<file path="src/rtl/pipe_pkg.sv">
// Shared helpers and width constants for the register pipeline.
package pipe_pkg;

  function automatic int clog2_min1(input int n);
    int r;
    r = $clog2(n);
    return (r < 32'sd1) ? 32'sd1 : r;
  endfunction

  localparam int DEFAULT_DEPTH = 32'sd4;
  localparam int TW = clog2_min1(DEFAULT_DEPTH);
  localparam int CW = $clog2(DEFAULT_DEPTH + 32'sd1);

endpackage

</file>
<file path="src/rtl/pipe_stage.sv">
// One pipeline stage: a valid bit plus WIDTH data bits with advance enable,
// synchronous flush and asynchronous reset.
module pipe_stage #(
  parameter int               WIDTH      = 8,
  parameter logic [WIDTH-1:0] RESET_VAL  = {WIDTH{1'b0}},
  parameter bit               FLUSH_DATA = 1'b1
) (
  input  logic             clk,
  input  logic             reset,
  input  logic             en_i,
  input  logic             flush_i,
  input  logic             valid_i,
  input  logic [WIDTH-1:0] data_i,
  output logic             valid_o,
  output logic [WIDTH-1:0] data_o
);

  logic             valid_q, valid_d;
  logic [WIDTH-1:0] data_q, data_d;

  // flush outranks en; with FLUSH_DATA=0 a flush only drops the valid bit
  always_comb begin
    valid_d = valid_q;
    data_d  = data_q;
    if (flush_i) begin
      valid_d = 1'b0;
      if (FLUSH_DATA) begin
        data_d = RESET_VAL;
      end else begin
        data_d = data_q;
      end
    end else if (en_i) begin
      valid_d = valid_i;
      data_d  = data_i;
    end else begin
      valid_d = valid_q;
      data_d  = data_q;
    end
  end

  always_ff @(posedge clk or posedge reset) begin
    if (reset) begin
      valid_q <= 1'b0;
      data_q  <= RESET_VAL;
    end else begin
      valid_q <= valid_d;
      data_q  <= data_d;
    end
  end

  assign valid_o = valid_q;
  assign data_o  = data_q;

endmodule

</file>
<file path="src/rtl/reg_pipeline.sv">
// DEPTH-stage valid+data delay line with flush, stall, a runtime tap and an
// occupancy counter of stages holding valid data.
module reg_pipeline
  import pipe_pkg::*;
#(
  parameter int               WIDTH      = 8,
  parameter int               DEPTH      = 4,
  parameter logic [WIDTH-1:0] RESET_VAL  = {WIDTH{1'b0}},
  parameter bit               FLUSH_DATA = 1'b1,
  localparam int              TAP_W      = clog2_min1(DEPTH),
  localparam int              CNT_W      = $clog2(DEPTH + 32'sd1)
) (
  input  logic             clk,
  input  logic             reset,
  input  logic             en,
  input  logic             flush,
  input  logic             in_valid,
  input  logic [WIDTH-1:0] in_data,
  input  logic [TAP_W-1:0] tap_sel,
  output logic             tap_valid,
  output logic [WIDTH-1:0] tap_data,
  output logic             out_valid,
  output logic [WIDTH-1:0] out_data,
  output logic [CNT_W-1:0] count
);

  logic             vin_s   [DEPTH];
  logic [WIDTH-1:0] din_s   [DEPTH];
  logic             valid_s [DEPTH];
  logic [WIDTH-1:0] data_s  [DEPTH];

  for (genvar g = 0; g < DEPTH; g++) begin : g_stage
    if (g == 0) begin : g_head
      assign vin_s[g] = in_valid;
      assign din_s[g] = in_data;
    end else begin : g_body
      assign vin_s[g] = valid_s[g-1];
      assign din_s[g] = data_s[g-1];
    end

    pipe_stage #(
      .WIDTH      (WIDTH),
      .RESET_VAL  (RESET_VAL),
      .FLUSH_DATA (FLUSH_DATA)
    ) u_stage (
      .clk     (clk),
      .reset   (reset),
      .en_i    (en),
      .flush_i (flush),
      .valid_i (vin_s[g]),
      .data_i  (din_s[g]),
      .valid_o (valid_s[g]),
      .data_o  (data_s[g])
    );
  end

  logic [CNT_W-1:0] count_q, count_d;

  // occupancy follows the valid bits: one enters at stage 0, one leaves at the last stage
  always_comb begin
    count_d = count_q;
    if (flush) begin
      count_d = {CNT_W{1'b0}};
    end else if (en) begin
      count_d = count_q + CNT_W'(in_valid) - CNT_W'(valid_s[DEPTH-1]);
    end else begin
      count_d = count_q;
    end
  end

  always_ff @(posedge clk or posedge reset) begin
    if (reset) begin
      count_q <= {CNT_W{1'b0}};
    end else begin
      count_q <= count_d;
    end
  end

  logic             tap_valid_s;
  logic [WIDTH-1:0] tap_data_s;

  // out-of-range selects fall through to the last stage
  always_comb begin
    tap_valid_s = valid_s[DEPTH-1];
    tap_data_s  = data_s[DEPTH-1];
    for (int i = 0; i < DEPTH; i++) begin
      tap_valid_s = (tap_sel == TAP_W'(i)) ? valid_s[i] : tap_valid_s;
      tap_data_s  = (tap_sel == TAP_W'(i)) ? data_s[i]  : tap_data_s;
    end
  end

  assign tap_valid = tap_valid_s;
  assign tap_data  = tap_data_s;
  assign out_valid = valid_s[DEPTH-1];
  assign out_data  = data_s[DEPTH-1];
  assign count     = count_q;

endmodule

</file>
<file path="config.mk">
export PLATFORM = sky130hd
export DESIGN_NAME = reg_pipeline
export DESIGN_NICKNAME = d
export VERILOG_FILES = /design/src/rtl/pipe_pkg.sv /design/src/rtl/pipe_stage.sv /design/src/rtl/reg_pipeline.sv
export SDC_FILE = /design/constraint.sdc
export NUM_CORES = 1
export LEC_CHECK = 0
export CAP_MARGIN = 25
export CORE_AREA = 2 2 72 74
export DETAILED_ROUTE_END_ITERATION = 16
export DIE_AREA = 0 0 74 76
export GPL_ROUTABILITY_DRIVEN = 0
export GPL_TIMING_DRIVEN = 1
export HOLD_SLACK_MARGIN = 0.12
export PLACE_DENSITY = 0.63
export SYNTH_ARGS = -nofsm -noshare
export SYNTH_HDL_FRONTEND = slang
export SYNTH_HIERARCHICAL = 1
export SYNTH_SLANG_ARGS = --single-unit
</file>
<file path="constraint.sdc">
create_clock -name clk -period 2.8 [get_ports clk]
set_clock_uncertainty 0.1 [all_clocks]
set_input_delay 0.42 -clock clk [delete_from_list [all_inputs] [get_ports clk]]
set_output_delay 0.42 -clock clk [all_outputs]
set_load 0.005 [all_outputs]
</file>
Word level (Yosys, flattened, before mapping)

Index checks and enable logic that the tools add are counted.
W data, S select, Z words.

Add/sub/neg operators: 2
Eq/ne operators: 3
Multiplexer cells: 26
Reduce and logical (&&, ||, !) cells: 2

Operators with widths:

| kind                 | count |
|---|---|
| $mux W8              | 12 |
| $mux W1              | 12 |
| $mux W3              | 2 |
| $eq A2 B2 Y1 const B | 2 |
| $add A3 B1 Y3        | 1 |
| $sub A3 B1 Y3        | 1 |
| $eq A2 B1 Y1 const B | 1 |
| $logic_not A2 Y1     | 1 |
| $reduce_bool A2 Y1   | 1 |

Bits in registers: 39
Input bits: 15
Output and inout bits: 21
Word-level logic and storage cells: 42

Logic depth before layout (Yosys ltp)

Gate-level depths: netlist (run 1).

Word-level depth: 5
Depth in mapped cells: 9
Depth with buffers taken out: 9

By module

The synthesis (run 1) kept the hierarchy.

By module, submodules not included:

| module       | instances | cells an instance | area an instance (µm²) | sequential area each (µm²) |
|---|---|---|---|---|
| pipe_stage   | 4         | 30                | 367.9                  | 225.2 |
| reg_pipeline | 1         | 30                | 411.6                  | 75.1 |

Least setup slack after synthesis (run 1)

Ideal clock, no wire load.

Kind: reg-to-reg
Start: register g_stage[3].u_stage.valid_q
End: register count_q[2], in the netlist count[2]
Library setup time: 0.120 ns
Data arrival time: 1.699 ns
Required time: 2.580 ns
Path slack: 0.881 ns
Cell stages (with the launch flop): 9
Path buffers: 0
Clock period less this slack: 1.919 ns
Cell sequence: dfrtp_1 > ha_1 > inv_1 > ha_1 > inv_1 > fa_1 > xor2_1 > a21oi_1 > a31o_2

Longest elaborated chain between the ends: 3

Ends and longest elaborated chain:

| element                | RTL line           | text |
|---|---|---|
| from (decl)            | pipe_stage.sv:18   | `logic valid_q, valid_d;` |
| from (signal assigned) | pipe_stage.sv:46   | `valid_q <= valid_d;` |
| $sub A3 B1 Y3          | reg_pipeline.sv:65 | `count_d = count_q + CNT_W'(in_valid) - CNT_W'(valid_s[DEPTH-1]);` |
| $mux W3                | reg_pipeline.sv:64 | `end else if (en) begin` |
| $mux W3                | reg_pipeline.sv:62 | `if (flush) begin` |
| to (signal assigned)   | reg_pipeline.sv:73 | `count_q <= {CNT_W{1'b0}};` |
| to (signal assigned)   | reg_pipeline.sv:75 | `count_q <= count_d;` |
| to (decl)              | reg_pipeline.sv:57 | `logic [CNT_W-1:0] count_q, count_d;` |

No other way between the ends. The select of a mux whose other input is x is not followed.
A chain may end at the register's enable or synchronous reset.

Final worst setup path (run 1)

Start: input port tap_sel[0]
End: output port tap_data[0]

Longest elaborated chain between the ends: 5
Elaborated cells between the ends (all ways): 8
Those cells by class: 3 x eq/ne; 4 x mux; 1 x reduce/logical

Ends and longest elaborated chain:

| element               | RTL line           | text |
|---|---|---|
| from (decl)           | reg_pipeline.sv:19 | `input logic [TAP_W-1:0] tap_sel,` |
| $logic_not A2 Y1      | reg_pipeline.sv:88 | `tap_data_s = (tap_sel == TAP_W'(i)) ? data_s[i] : tap_data_s;` |
| $mux W8 (3 in series) | reg_pipeline.sv:88 |  |
| $mux W8 *             | reg_pipeline.sv:88 |  |
| to (decl)             | reg_pipeline.sv:21 | `output logic [WIDTH-1:0] tap_data,` |

Every way passes the cells marked *; elsewhere a longest branch is shown, timed or not.

==> impl_metrics.env, run 1 <==
export IMPL_setup_viol=0
export IMPL_fmax_mhz=387
export IMPL_yosysWarnings=6
export IMPL_cts_sinks=39
export IMPL_syn_nets=168
export IMPL_drc_errors=0
export IMPL_core_area_um2=4910
export IMPL_htree_levels=2
export IMPL_power_leakage_nw=1.13
export IMPL_clkLatencyLatePin_ns=0.28
export IMPL_vias_per_cell=4.83
export IMPL_ys_seq_area_share_pct=51.8
export IMPL_fin_nets=203
export IMPL_fin_setup_tns_ns=0
export IMPL_min_period_ns=2.58
export IMPL_synth_top_cells_by_area="dfrtp_1 52%, mux2i_1 20%, mux4_2 11%"
export IMPL_p_int_mw=0.826
export IMPL_avgRoutedWirePerCell_um=15.8
export IMPL_slowest_stage="mux4_2"
export IMPL_p_sw_share_pct=24.2
export IMPL_tightest_slew_ns=0.657
export IMPL_track_usage_pct=15.4
export IMPL_status="finished clean"
export IMPL_dr_pass1_iters=4
export IMPL_syn2layout_area_growth_pct=24.7
export IMPL_antenna_left=0
export IMPL_vias=1228
export IMPL_path_max_fanout=9
export IMPL_cap_violations=0
export IMPL_critPathKind="in -> out"
export IMPL_routed_wl_mm=4.01
export IMPL_r2r_start="g_stage[3].u_stage/valid_o"
export IMPL_post_cts_buffers=0
export IMPL_slowest_delay_ns=0.52
export IMPL_reg2reg_to="count[2]"
export IMPL_slew_headroom_pct=56.2
export IMPL_clk_pin_slew_ns=0.07
export IMPL_cts_resized=0
export IMPL_critPathTopFamily="buffers and inverters"
export IMPL_antenna_found_initial=0
export IMPL_syn_avg_cell_area_um2=12.6
export IMPL_holdBufCountCts=0
export IMPL_hp_class="in -> async"
export IMPL_post_route_period_util_pct=92.3
export IMPL_crit_end="tap_data[0]"
export IMPL_hold_viol_final=0
export IMPL_cts_buffers=5
export IMPL_port_buffers=35
export IMPL_arrival_ns=2.06
export IMPL_worst_r2r_setup_slack_ns=0.73
export IMPL_cpMostUsedCell="clkdlybuf4s50_1"
export IMPL_synth_seq_cells=39
export IMPL_cp_start_kind="input pin"
export IMPL_io_pin_count=36
export IMPL_rsz0062_at_grt="false"
export IMPL_cts_root_buf="clkbuf_8"
export IMPL_grt_first_pass_wirelength_mm=6.55
export IMPL_synth_cell_types=15
export IMPL_ir_worst_vdd_uv=262
export IMPL_antennaDiodeCount=0
export IMPL_p_per_area_nw_per_um2=464
export IMPL_slew_viol_final=0
export IMPL_grt_max_degree=42
export IMPL_cts_buffer_depth=2
export IMPL_dieWidth_um=74
export IMPL_clockPowerShare_pct=31.5
export IMPL_drt_first_iter_violations=81
export IMPL_layout_drive_gt1_share_pct=10.3
export IMPL_r2r_cells=8
export IMPL_combPwrFrac_pct=13.4
export IMPL_yosysTopAreaCell="dfrtp_1"
export IMPL_seq_power_share_pct=55.1
export IMPL_cts_tree="yes"
export IMPL_end_kind="primary output"
export IMPL_netlist_area_leader_share_pct=51.8
export IMPL_chipHeight_um=76
export IMPL_hpwl_mm=2.80
export IMPL_cp_depth=4
export IMPL_initial_core_util_pct=38.3
export IMPL_crit_buf_inv=3
export IMPL_syn_inst=150
export IMPL_crit_path_start="tap_sel[0]"
export IMPL_power_mw=1.09
export IMPL_crit_required_ns=2.28
export IMPL_p_switching_mw=0.263
export IMPL_grt_overflow_total=0
export IMPL_std_cell_rows=26
export IMPL_die_area_um2=5620
export IMPL_crit_chain="clkdlybuf4s50_1 -> buf_12 -> mux4_2 -> clkdlybuf4s50_1"
export IMPL_syn_area_um2=1880
export IMPL_grt_pass1_vias=1301
[cell usage after synthesis]
cell,count
a211oi_1,1
a21oi_1,1
a31o_2,1
buf_1,4
buf_6,5
clkbuf_2,1
dfrtp_1,39
fa_1,1
ha_1,2
inv_1,8
mux2i_1,37
mux4_2,9
nand2b_1,1
nor2_1,39
xor2_1,1
[flip-flops by register name, summed over array words and instances, names as in the netlist]
signal                   count
g_stage.u_stage/data_o      32
g_stage.u_stage/valid_o      4
count                        3
[metrics by stage]
stage	util, %	hold slack (ns)	cell area (um^2)	setup slack [ns]	std cells
final	47.8	0.333	2350	0.216	254
after global routing	47.8	0.343	2350	0.174	254
after CTS	47.8	0.328	2350	0.217	254
after detailed placement	46.3	0.439	2270	0.217	248
after global placement	46.3	0.431	2270	0.215	248
after floorplan	-	0.0736	1880	0.881	150
[per-layer routing]
layer	GRT usage (%)	part of all wire (%)	vias to the layer above
met1	21.2	45	624
met3	3.97	3.6	4
met5	0	0	-
li1	-	-	573
met2	23.3	50	27
met4	6.18	1.3	0
[cells by family (layout without fill, tap and decap cells)]
family	after synthesis	count (layout)	share of synthesized area (%)
mux	46	46	30.4
xor+xnor	1	1	0.465
flops	39	39	51.8
fa+ha+maj	3	3	2.39
simple gates	40	40	8.11
compound gates	3	3	1.13
buf+inv	18	52	5.65
[worst min-delay path by stage]
stage	endpoint	slack, ns
2_1_floorplan	count[0]	0.07
3_3_place_gp	g_stage[3].u_stage/data_o[6]	0.43
3_5_place_dp	g_stage[3].u_stage/data_o[4]	0.44
4_1_cts	count[0]	0.33
5_1_grt	count[0]	0.34
6_report	count[0]	0.33
[power by group through the flow]
stage | combinational (mW) | clock (mW) | sequential (mW)
after floorplan | 0.0908 | 0 | 0.604
after global placement | 0.144 | 0 | 0.609
after detailed placement | 0.148 | 0 | 0.610
after CTS | 0.149 | 0.360 | 0.599
after global routing | 0.160 | 0.376 | 0.602
final | 0.146 | 0.343 | 0.599
[area by class of cell]
type,instances,area (um^2)
Timing Repair Buffer,38,380
Multi-Input combinational cell,93,801
Tap cell,70,87.6
Fill cell,444,2560
Sequential cell,39,976
Inverter,8,30.0
Clock buffer,6,72.6
[cells in the final DEF, fill, tap and decap left out]
cell type	synthesis	layout
clkbuf_8	0	5
buf_4	0	2
nor2_1	39	39
nand2b_1	1	1
clkdlybuf4s50_1	0	34
buf_2	0	1
clkbuf_1	0	1
a211oi_1	1	1
inv_1	8	8
a21oi_1	1	1
dfrtp_1	39	39
ha_1	2	2
buf_12	0	1
a31o_2	1	1
xor2_1	1	1
fa_1	1	1
mux4_2	9	9
mux2i_1	37	37
(Power assumes the default switching activity.)
==> run 2, diff against run 1 <==
- CORE_AREA: 2 2 72 74 -> 2 2 70 72
- DIE_AREA: 0 0 74 76 -> 0 0 72 74
- PLACE_DENSITY: 0.63 -> 0.66
==> run 2 against run 1 <==
  * Count of clock-buffer cells in the layout unchanged
  * Sequential share of layout area shrank 0.83 points
  * Maximum frequency barely moved
  * Combinational power is essentially flat
  * Register-to-register slack about the same
  * Largest power group unchanged
==> impl_metrics.env, run 2 (same netlist as run 1, synthesis figures left out) <==
export IMPL_std_cell_rows=25
export IMPL_drc_errors=0
export IMPL_fin_setup_tns_ns=0
export IMPL_vias=1238
export IMPL_fin_nets=206
export IMPL_tightest_slew_ns=0.510
export IMPL_critPathKind="in -> out"
export IMPL_min_period_ns=2.58
export IMPL_grt_first_pass_wirelength_mm=6.40
export IMPL_holdBufCountCts=0
export IMPL_dieWidth_um=72
export IMPL_cts_sinks=39
export IMPL_layout_drive_gt1_share_pct=13.2
export IMPL_port_buffers=35
export IMPL_die_area_um2=5330
export IMPL_hold_viol_final=0
export IMPL_end_kind="primary output"
export IMPL_rsz0062_at_grt="false"
export IMPL_syn2layout_area_growth_pct=27.2
export IMPL_hp_class="in -> async"
export IMPL_clk_pin_slew_ns=0.08
export IMPL_fin_hold_ws_ns=0.314
export IMPL_cts_resized=0
export IMPL_critPathTopFamily="buffers and inverters"
export IMPL_cpMostUsedCell="clkdlybuf4s50_1"
export IMPL_routed_wl_mm=3.99
export IMPL_vias_per_cell=5.09
export IMPL_cts_buffer_depth=2
export IMPL_dpl_cell_area_um2=2280
export IMPL_post_cts_buffers=0
export IMPL_grt_overflow_total=0
export IMPL_antennaDiodeCount=0
export IMPL_fin_area_um2=2390
export IMPL_htree_levels=2
export IMPL_antenna_found_initial=0
export IMPL_drt_first_iter_violations=54
export IMPL_p_per_area_nw_per_um2=514
export IMPL_stdcell_count=243
export IMPL_status="finished clean"
export IMPL_dr_pass1_iters=4
export IMPL_largest_reg_flops=32
export IMPL_power_leakage_nw=1.17
export IMPL_cts_buffers=5
export IMPL_path_max_fanout=9
export IMPL_hpwl_mm=2.90
export IMPL_avgRoutedWirePerCell_um=16.4
export IMPL_crit_required_ns=2.28
export IMPL_track_usage_pct=16.0
export IMPL_io_pin_count=36
export IMPL_setup_ws_ns=0.216
export IMPL_cp_start_kind="input pin"
export IMPL_place_inst=235
export IMPL_cts_root_buf="clkbuf_8"
export IMPL_slew_viol_final=0
export IMPL_crit_chain="clkdlybuf4s50_1 -> buf_12 -> mux4_2 -> clkdlybuf4s50_1"
export IMPL_cap_violations=0
export IMPL_antenna_left=0
export IMPL_power_mw=1.23
export IMPL_fmax_mhz=387
export IMPL_place_ws_ns=0.216
export IMPL_slowest_delay_ns=0.52
export IMPL_crit_buf_inv=3
export IMPL_ir_worst_vdd_uv=344
export IMPL_slew_headroom_pct=65.9
export IMPL_clkLatencyLatePin_ns=0.29
export IMPL_chipHeight_um=74
export IMPL_final_util_pct=52.1
export IMPL_arrival_ns=2.06
export IMPL_initial_core_util_pct=41.0
export IMPL_core_area_um2=4600
export IMPL_cts_tree="yes"
export IMPL_slowest_stage="mux4_2"
export IMPL_setup_viol=0
export IMPL_layout_common_cells="39 x nor2_1, 39 x dfrtp_1, 37 x mux2i_1"
export IMPL_grt_max_degree=28
export IMPL_grt_pass1_vias=1275
export IMPL_post_route_period_util_pct=92.3
run 2: path summary, 6_finish.rpt:
kind                                         startpoint                           end  slack, ns  depth (start not counted)
max reg2reg                  g_stage[3].u_stage/valid_o                      count[2]       0.73                          8
min                                               reset                      count[0]       0.31                          2
max in group asynchronous                         reset  g_stage[3].u_stage/data_o[2]       1.87                          2
min reg2reg                g_stage[2].u_stage/data_o[6]  g_stage[3].u_stage/data_o[6]       0.45                          2
min in group clk           g_stage[2].u_stage/data_o[6]  g_stage[3].u_stage/data_o[6]       0.45                          2
max                                          tap_sel[0]                   tap_data[6]       0.22                          4
run 2: power by group:
group	internal, mW	switching [mW]	leakage [nW]
clock	0.288	0.195	0.0612
sequential	0.581	0.0175	0.534
combinational	0.0798	0.0687	0.575
total	0.949	0.281	1.17
run 2: metal layers:
layer	share of wire (%)	GRT usage [%]	up-vias
li1	-	-	583
met1	45	22.5	625
met2	51	24.8	24
met3	3.9	4.34	6
met4	0.85	4.61	0
met5	0	0	-
run 2: final cells by class:
type	count	area (um^2)
Multi-Input combinational cell	93	801
Sequential cell	39	976
Fill cell	414	2200
Inverter	8	30.0
Clock buffer	6	82.6
Tap cell	54	67.6
Clock inverter	2	35.0
Timing Repair Buffer	41	403
==> run 3, diff against run 2 <==
- GPL_ROUTABILITY_DRIVEN: 0 -> 1
==> results of run 3 <==
The final DEF is identical to that of run 2; final timing and power are the same.
